$ cat src/rtl/key_input_ctrl_if.sv
// Processor data-bus view of a memory-mapped peripheral (MAR/WrMem/DrMem path).
// Ports: addr, rd_en, wr_en, wdata driven by the core; rdata, sel returned by the device.
// The core gates rdata onto thebus only while sel is high.
interface key_input_ctrl_if #(
  parameter int DBITS = 32
);
  logic [DBITS-1:0] addr;
  logic             rd_en;
  logic             wr_en;
  logic [DBITS-1:0] wdata;
  logic [DBITS-1:0] rdata;
  logic             sel;

  // Core side: issues accesses, samples read data.
  modport master (
    output addr, rd_en, wr_en, wdata,
    input  rdata, sel
  );

  // Device side: decodes accesses, returns read data.
  modport slave (
    input  addr, rd_en, wr_en, wdata,
    output rdata, sel
  );
endinterface

$ cat src/rtl/key_input_ctrl.sv
// Pushbutton input device: syncs/debounces 4 active-low keys, exposes KDATA/KCTRL, raises irq.
// Latency: stable key state follows a held pin change 2+DEBOUNCE_CYC edges later; rdata/sel combinational.
// Backpressure: none; every bus access completes in the cycle it is presented.
// Ports: clk, reset (async, active-high), key_n[3:0] raw keys, bus (slave modport: addr, rd_en,
//        wr_en, wdata in; rdata, sel out), irq = Ready & IE (registered).
module key_input_ctrl #(
  parameter int                DBITS        = 32,
  parameter logic [DBITS-1:0]  ADDRKDATA    = 32'hFFFFF080,
  parameter logic [DBITS-1:0]  ADDRKCTRL    = 32'hFFFFF084,
  parameter int                DEBOUNCE_CYC = 50000,
  parameter int                CNTBITS      = 16
) (
  input  logic               clk,
  input  logic               reset,
  input  logic [3:0]         key_n,
  key_input_ctrl_if.slave    bus,
  output logic               irq
);

  localparam logic [CNTBITS-1:0] CNT_LAST = CNTBITS'(DEBOUNCE_CYC - 1);

  // ---------------------------------------------------------------------------
  // State
  // ---------------------------------------------------------------------------
  logic [3:0]              sync1_q, sync1_d;
  logic [3:0]              sync2_q, sync2_d;
  logic [3:0]              stable_q, stable_d;
  logic [3:0][CNTBITS-1:0] cnt_q, cnt_d;
  logic                    ready_q, ready_d;
  logic                    oe_q, oe_d;
  logic                    ie_q, ie_d;
  logic                    irq_q, irq_d;

  // ---------------------------------------------------------------------------
  // Bus decode
  // ---------------------------------------------------------------------------
  logic hit_kdata;
  logic hit_kctrl;
  logic kdata_rd;     // read of KDATA that is allowed to acknowledge Ready
  logic kctrl_wr;
  logic [3:0] bit_chg;
  logic change;
  logic [DBITS-1:0] rdata_dat;
  logic sel_vld;

  assign hit_kdata = (bus.addr == ADDRKDATA);
  assign hit_kctrl = (bus.addr == ADDRKCTRL);

  // A read overlapping a write is treated as no read: the write wins and
  // nothing is acknowledged.
  assign kdata_rd  = bus.rd_en & ~bus.wr_en & hit_kdata;
  assign kctrl_wr  = bus.wr_en & hit_kctrl;

  // Only IE (bit 4) and the OE clear (bit 2) are writable.
  logic unused_wdata;
  assign unused_wdata = ^{bus.wdata[DBITS-1:5], bus.wdata[3], bus.wdata[1:0]};

  // ---------------------------------------------------------------------------
  // Synchronizer + per-bit debounce
  // ---------------------------------------------------------------------------
  always_comb begin
    sync1_d  = ~key_n;
    sync2_d  = sync1_q;
    stable_d = stable_q;
    cnt_d    = cnt_q;
    bit_chg  = 4'b0;
    for (int i = 0; i < 4; i++) begin
      if (sync2_q[i] == stable_q[i]) begin
        // Input agrees with accepted state (or bounced back): restart.
        cnt_d[i] = '0;
      end else if (cnt_q[i] == CNT_LAST) begin
        // Differed for DEBOUNCE_CYC consecutive edges: accept it.
        stable_d[i] = sync2_q[i];
        cnt_d[i]    = '0;
        bit_chg[i]  = 1'b1;
      end else begin
        cnt_d[i] = cnt_q[i] + 1'b1;
      end
    end
  end

  assign change = |bit_chg;

  // ---------------------------------------------------------------------------
  // Status / control
  // ---------------------------------------------------------------------------
  always_comb begin
    ready_d = ready_q;
    oe_d    = oe_q;
    ie_d    = ie_q;

    // Set beats the KDATA acknowledge.
    if (change) begin
      ready_d = 1'b1;
    end else if (kdata_rd) begin
      ready_d = 1'b0;
    end

    // Overrun: a new change lands while the previous one is unread.
    // Set beats the software clear on the same edge.
    if (change && ready_q && !kdata_rd) begin
      oe_d = 1'b1;
    end else if (kctrl_wr && !bus.wdata[2]) begin
      oe_d = 1'b0;
    end

    if (kctrl_wr) begin
      ie_d = bus.wdata[4];
    end

    // Built from next-state so irq rises on the same edge as Ready.
    irq_d = ready_d & ie_d;
  end

  always_ff @(posedge clk or posedge reset) begin
    if (reset) begin
      sync1_q  <= '0;
      sync2_q  <= '0;
      stable_q <= '0;
      cnt_q    <= '0;
      ready_q  <= 1'b0;
      oe_q     <= 1'b0;
      ie_q     <= 1'b0;
      irq_q    <= 1'b0;
    end else begin
      sync1_q  <= sync1_d;
      sync2_q  <= sync2_d;
      stable_q <= stable_d;
      cnt_q    <= cnt_d;
      ready_q  <= ready_d;
      oe_q     <= oe_d;
      ie_q     <= ie_d;
      irq_q    <= irq_d;
    end
  end

  // ---------------------------------------------------------------------------
  // Read mux: combinational, forced quiet while reset is held
  // ---------------------------------------------------------------------------
  always_comb begin
    rdata_dat = '0;
    sel_vld   = 1'b0;
    if (!reset) begin
      if (hit_kdata) begin
        rdata_dat = {{(DBITS-4){1'b0}}, stable_q};
      end else if (hit_kctrl) begin
        rdata_dat = {{(DBITS-5){1'b0}}, ie_q, 1'b0, oe_q, 1'b0, ready_q};
      end
      sel_vld = bus.rd_en & (hit_kdata | hit_kctrl);
    end
  end

  assign bus.rdata = rdata_dat;
  assign bus.sel   = sel_vld;
  assign irq       = irq_q;

endmodule
$ cat src/flat_wrapper.sv
// flat-port wrapper written by rule: the top's interface ports become plain ports
module key_input_ctrl_flat 
#(
  parameter int                DBITS        = 32,
  parameter logic [DBITS-1:0]  ADDRKDATA    = 32'hFFFFF080,
  parameter logic [DBITS-1:0]  ADDRKCTRL    = 32'hFFFFF084,
  parameter int                DEBOUNCE_CYC = 50000,
  parameter int                CNTBITS      = 16
)
  (clk, reset, key_n, irq, bus_addr, bus_rd_en, bus_wr_en, bus_wdata, bus_rdata, bus_sel);
  key_input_ctrl_if #(.DBITS(DBITS)) bus_i ();
  input  logic clk;
  input  logic reset;
  input  logic [3:0] key_n;
  output logic irq;
  input wire logic [$bits(bus_i.addr)-1:0] bus_addr;
  input wire logic [$bits(bus_i.rd_en)-1:0] bus_rd_en;
  input wire logic [$bits(bus_i.wr_en)-1:0] bus_wr_en;
  input wire logic [$bits(bus_i.wdata)-1:0] bus_wdata;
  output wire logic [$bits(bus_i.rdata)-1:0] bus_rdata;
  output wire logic [$bits(bus_i.sel)-1:0] bus_sel;
  assign bus_i.addr = bus_addr;
  assign bus_i.rd_en = bus_rd_en;
  assign bus_i.wr_en = bus_wr_en;
  assign bus_i.wdata = bus_wdata;
  assign bus_rdata = bus_i.rdata;
  assign bus_sel = bus_i.sel;
  key_input_ctrl #(.DBITS(DBITS), .ADDRKDATA(ADDRKDATA), .ADDRKCTRL(ADDRKCTRL), .DEBOUNCE_CYC(DEBOUNCE_CYC), .CNTBITS(CNTBITS)) u_core (.clk(clk), .reset(reset), .key_n(key_n), .bus(bus_i), .irq(irq));
endmodule
$ cat config.mk
export PLATFORM = sky130hd
export DESIGN_NAME = key_input_ctrl_flat
export DESIGN_NICKNAME = d
export VERILOG_FILES = /design/src/rtl/key_input_ctrl_if.sv /design/src/rtl/key_input_ctrl.sv /design/src/flat_wrapper.sv
export SDC_FILE = /design/constraint.sdc
export NUM_CORES = 1
export LEC_CHECK = 0
export CORE_ASPECT_RATIO = 1.2
export CORE_MARGIN = 5
export CORE_UTILIZATION = 44
export CTS_CLUSTER_SIZE = 40
export DETAILED_ROUTE_END_ITERATION = 8
export PLACE_DENSITY_LB_ADDON = 0.25
export RECOVER_POWER = 100
export SYNTH_ARGS = -nofsm -noshare
export SYNTH_HDL_FRONTEND = slang
export SYNTH_SLANG_ARGS = --single-unit
export TNS_END_PERCENT = 5
$ cat constraint.sdc
create_clock -name clk -period 3.9 [get_ports clk]
set_input_delay 0.78 -clock clk [delete_from_list [all_inputs] [get_ports clk]]
set_output_delay 0.78 -clock clk [all_outputs]
set_load 0.02 [all_outputs]
; ---- After elaboration in Yosys (flattened, before gate mapping)
; Index checks and enable logic that the tools add are counted.
[word_totals]
mem_bits_rw = 0
input_bits = 72
reg_bits = 80
latchBits = 0
romBits = 0
mem_count = 0
out_inout_bits = 34
word_cells = 76
[classes]
n_mul = 0
mux = 25
addsub = 4
shift = 0
bitwise = 12
reduce_logical = 11
eq_ne = 10
magnitude_cmp = 0
div_mod_pow = 0
[ops]
columns = op, n
row1 = 16-bit two-way mux, 8
row2 = 16-bit by 1-bit adder with 16-bit output (second input constant), 4
row3 = 16-bit == test (second input constant), 4
row4 = 32-bit == test (second input constant), 2
row5 = 32-bit two-way mux, 2
row6 = 1-bit two-way mux, 14
row7 = 2-bit AND reduction, 4
row8 = 1-bit bitwise AND, 5
row9 = 5-bit two-way mux, 1
row10 = 1-bit NOT, 5
row11 = 1-bit == test, 4
row12 = 4-bit NOT, 1
row13 = 4-bit OR reduction, 1
row14 = 1-bit logical AND, 3
row15 = 1-bit logical NOT, 2
row16 = 2-bit nonzero test, 1
row17 = 1-bit OR, 1

; ---- Longest topological paths before layout
[logic_depth]
ltp_word = 7
depth_mapped = 7

; ---- Worst setup path before layout
; OpenSTA, ideal clock, no wires.
[synth_timing]
kind = input port to output port
startpoint = input reset
endpoint = output bus_rdata[1]
t_arrival_ns = 3.615
path_stages = 3
slack_ns = -0.495
n_path_buf = 0
required_ns = 3.120
cell_sequence = inv_1 nand3_1 nor3b_1
[synth_between]
elab_chain_len = 1
[synth_lines]
columns = element, line_no
row1 = from (decl), flat_wrapper.sv:13  ; input logic reset;
row2 = 32-bit two-way mux, key_input_ctrl.sv:143  ; if (!reset) begin
row3 = to (decl), flat_wrapper.sv:20  ; output wire logic [$bits(bus_i.rdata)-1:0] bus_rdata;
; No other way between the ends.

; ---- Final worst setup path
[layout_timing]
startpoint = input bus_addr[8]
endpoint = output bus_rdata[4]
[layout_between]
elab_chain_len = 4
elab_cells_between_ends = 5
[layout_lines]
columns = element, line_no
row1 = from (decl), flat_wrapper.sv:16  ; input wire logic [$bits(bus_i.addr)-1:0] bus_addr;
row2 = 32-bit == test, key_input_ctrl.sv:47  ; assign hit_kctrl = (bus.addr == ADDRKCTRL);
row3 = 5-bit two-way mux, key_input_ctrl.sv:146  ; end else if (hit_kctrl) begin
row4 = 32-bit two-way mux (*), key_input_ctrl.sv:144  ; if (hit_kdata) begin
row5 = 32-bit two-way mux (*), key_input_ctrl.sv:143
; Every way passes the cells marked *; elsewhere a longest branch is shown, timed or not.

==> flow_metrics.tcl <==
set metrics [dict create \
    status "finished with violations" \
    violations "capacitance limit, slew limit" \
    cts_buffer_depth 2 \
    p_clk_frac 0.377 \
    cp_data_arrival_time_ps 2940 \
    synth_cells 403 \
    fp.coreArea_um2 8940 \
    period_share 0.955 \
    relSlewSlack -0.289 \
    seq_area_frac_synth 0.503 \
    peakVddDrop_mv 0.242 \
    p_leak_nw 2.03 \
    ctsResizeCount 6 \
    num_vias 2816 \
    die_width_um 96.9 \
    setup_viol 0 \
    grt_start_max_net_pins 81 \
    drcViolationCount 0 \
    cp.required_ps 3120 \
    wl_per_cell_um 12.7 \
    powerDensity_nw_per_um2 334 \
    grt_pass1_vias 2843 \
    post_cts_buffers 0 \
    startpoint "bus_addr[8]" \
    rows 38 \
    routed_wl_um 7410 \
    grt_pass1_wl_um 12900 \
    yosys_warnings 0 \
    fin_worst_skew_ps 9.02 \
    ant_nets 0 \
    finalMaxSlewViolations 81 \
    max_freq_mhz 269 \
    ctsHoldBuffers 0 \
    synth.avg_cell_area_um2 9.88 \
    ios 106 \
    initial_core_util 0.446 \
    power_frac_comb 0.075 \
    tritoncts "done" \
    layout.nets 533 \
    p_seq_frac 0.548 \
    die_area_um2 11100 \
    timing.rr.end "u_core.cnt_q[38]" \
    grt_usage 0.142 \
    clk_pin_slew_ps 70 \
    synth_seq_cells 80 \
    r2r_cells 4 \
    drt_iter0_drc 124 \
    rsz0062_at_grt "no" \
    netSwitchingFraction 0.240 \
    tightestPinTransition_ps 1930 \
    rr_startpoint "u_core.cnt_q[44]" \
    numCtsBuffers 9 \
    dp_hpwl_um 5460 \
    syn_to_final_growth_pct 17.2 \
    whs_ps 351 \
    power.net_switching_mw 0.375 \
    period_needed_ps 3720 \
    critPathKind "primary input to primary output" \
    viasPerCell 4.84 \
    reg2reg_slack_ps 1660 \
    hp-class "flop to flop" \
    port_buffers 48 \
    htreeDepth 3 \
    globalplace.congestion 0.787 \
    cp-end-kind "primary output" \
    clock_latency_ps 340 \
    maxCapViolations 1 \
    antenna_found_initial 0 \
    p_total_mw 1.56 \
    cp-endpoint "bus_rdata[4]" \
    synth_cell_type_count 42 \
    root_buffer "clkbuf_8" \
    cp-start-kind "primary input" \
    die_y_um 114 \
    syn-cell-area_um2 3980 \
    drive_above_1_share 0.0519 \
    grt-ovfl-total 0 \
    antennaDiodeCount 0 \
    cts.sinks 80 \
    critPathMaxFanout 4 \
    intPower_mw 1.18 \
    drt-pass1-iter-count 4 \
    hold_viol 0 \
]
cells in the mapped netlist, drive strengths merged:
| library cell | count | area [µm²] |
|---|---|---|
| mux2 | 4 | 45.0 |
| xor2 | 28 | 245 |
| nor4b | 3 | 26.3 |
| o41ai | 1 | 16.3 |
| o31ai | 1 | 7.51 |
| nand3 | 24 | 120 |
| nor4bb | 2 | 20.0 |
| or4b | 4 | 40.0 |
| and3 | 9 | 56.3 |
| or3 | 5 | 31.3 |
| ha | 4 | 50.1 |
| dfrtp | 80 | 2000 |
| nand4bb | 2 | 22.5 |
| and2 | 1 | 6.26 |
| clkbuf | 3 | 11.3 |
| nor4 | 4 | 31.3 |
| inv | 15 | 56.3 |
| and4 | 2 | 17.5 |
| xnor2 | 30 | 263 |
| or4 | 3 | 26.3 |
| nand4 | 17 | 106 |
| a22oi | 1 | 12.5 |
| nand2 | 25 | 96.4 |
| o21ai | 4 | 20.0 |
| nor3 | 8 | 40.0 |
| nor2 | 78 | 293 |
| mux2i | 2 | 20.0 |
| nand2b | 2 | 12.5 |
| nor3b | 2 | 15.0 |
| o22ai | 1 | 6.26 |
| or2 | 1 | 6.26 |
| conb | 1 | 3.75 |
| buf | 31 | 224 |
| a21oi | 2 | 10.0 |
| nand3b | 2 | 15.0 |
| a211oi | 1 | 7.51 |
per-stage QoR:
step	worst slack [ps]	TNS [ps]	cell area (µm²)	std cells	utilization
6_report	176	0	4670	582	0.522
5_1_grt	28.2	0	4670	582	0.522
4_1_cts	-90.4	-90.4	4690	582	0.525
3_5_place_dp	-181	-639	4500	566	0.504
3_3_place_gp	-160	-628	4500	566	0.504
2_1_floorplan	517	0	4080	429	-
layout by cell type (no fill, tap or decap), drive strengths merged, types with 3 or more instances in the layout:
cell type      instances
dlygate4sd3            6
nor4                   4
ha                     4
or4b                   4
o21ai                  4
nand4                 17
nor2                  78
nor3                   8
clkdlybuf4s50         36
xor2                  28
clkinv                 3
mux2                   4
and3                   9
nand2                 25
inv                   14
dlygate4sd2            5
nand3                 24
clkbuf                13
or4                    3
nor4b                  3
dfrtp                 80
clkinvlp               3
conb                  27
or3                    5
xnor2                 30
state kept, by name (all words and copies together) (netlist names):
register,count
u_core.ready_q,1
u_core.sync1_q,4
u_core.stable_q,4
u_core.ie_q,1
u_core.cnt_q,64
u_core.oe_q,1
u_core.irq,1
u_core.sync2_q,4
how the worst min path moves through the flow:
stage / start / to / cells after the start
after global placement: u_core.sync1_q[3] / u_core.sync2_q[3] / 0
after floorplan: u_core.sync1_q[0] / u_core.sync2_q[0] / 0
after global routing: u_core.sync1_q[0] / u_core.sync2_q[0] / 0
final: u_core.sync1_q[2] / u_core.sync2_q[2] / 0
after detailed placement: u_core.sync1_q[0] / u_core.sync2_q[0] / 0
after CTS: u_core.sync1_q[0] / u_core.sync2_q[0] / 0
critical path, stage by stage:
cell and delay (ps):
clkdlybuf4s50_1 390, or4b_1 570, nor4_4 330, nand3_1 200, clkbuf_1 180, nor2_1 130
dlygate4sd2_1 360
metal layers:
| metal | vias up | global-route usage | routed length (µm) |
|---|---|---|---|
| met3 | 14 | 0.0183 | 270 |
| li1 | 1408 | - | - |
| met1 | 1342 | 0.181 | 3330 |
| met5 | - | 0 | 0 |
| met4 | 0 | 0.0684 | 166 |
| met2 | 52 | 0.239 | 3650 |
kinds of logic after synthesis:
group,after synthesis,synth area share
simple gates,194,0.247
flops,80,0.503
xor+xnor,58,0.128
buf+inv,49,0.0732
compound gates,11,0.0201
mux,6,0.0163
fa+ha+maj,4,0.0126
other cells,1,0.000942
area by class of cell:
class,count,area [µm²]
Sequential cell,80,2000
Multi-Input combinational cell,300,1780
Timing Repair Buffer,51,484
Fill cell,837,4270
Tap cell,120,150
Clock inverter,6,60.1
Clock buffer,10,128
Inverter,15,60.1
power groups by stage:
stage	Combinational, mW	Clock [mW]	Sequential, mW
2_1_floorplan	0.0893	0	0.869
3_3_place_gp	0.119	0	0.871
3_5_place_dp	0.120	0	0.871
4_1_cts	0.121	0.604	0.855
5_1_grt	0.132	0.641	0.857
6_report	0.118	0.588	0.855
Note: power is estimated with default switching activity, not from simulation.
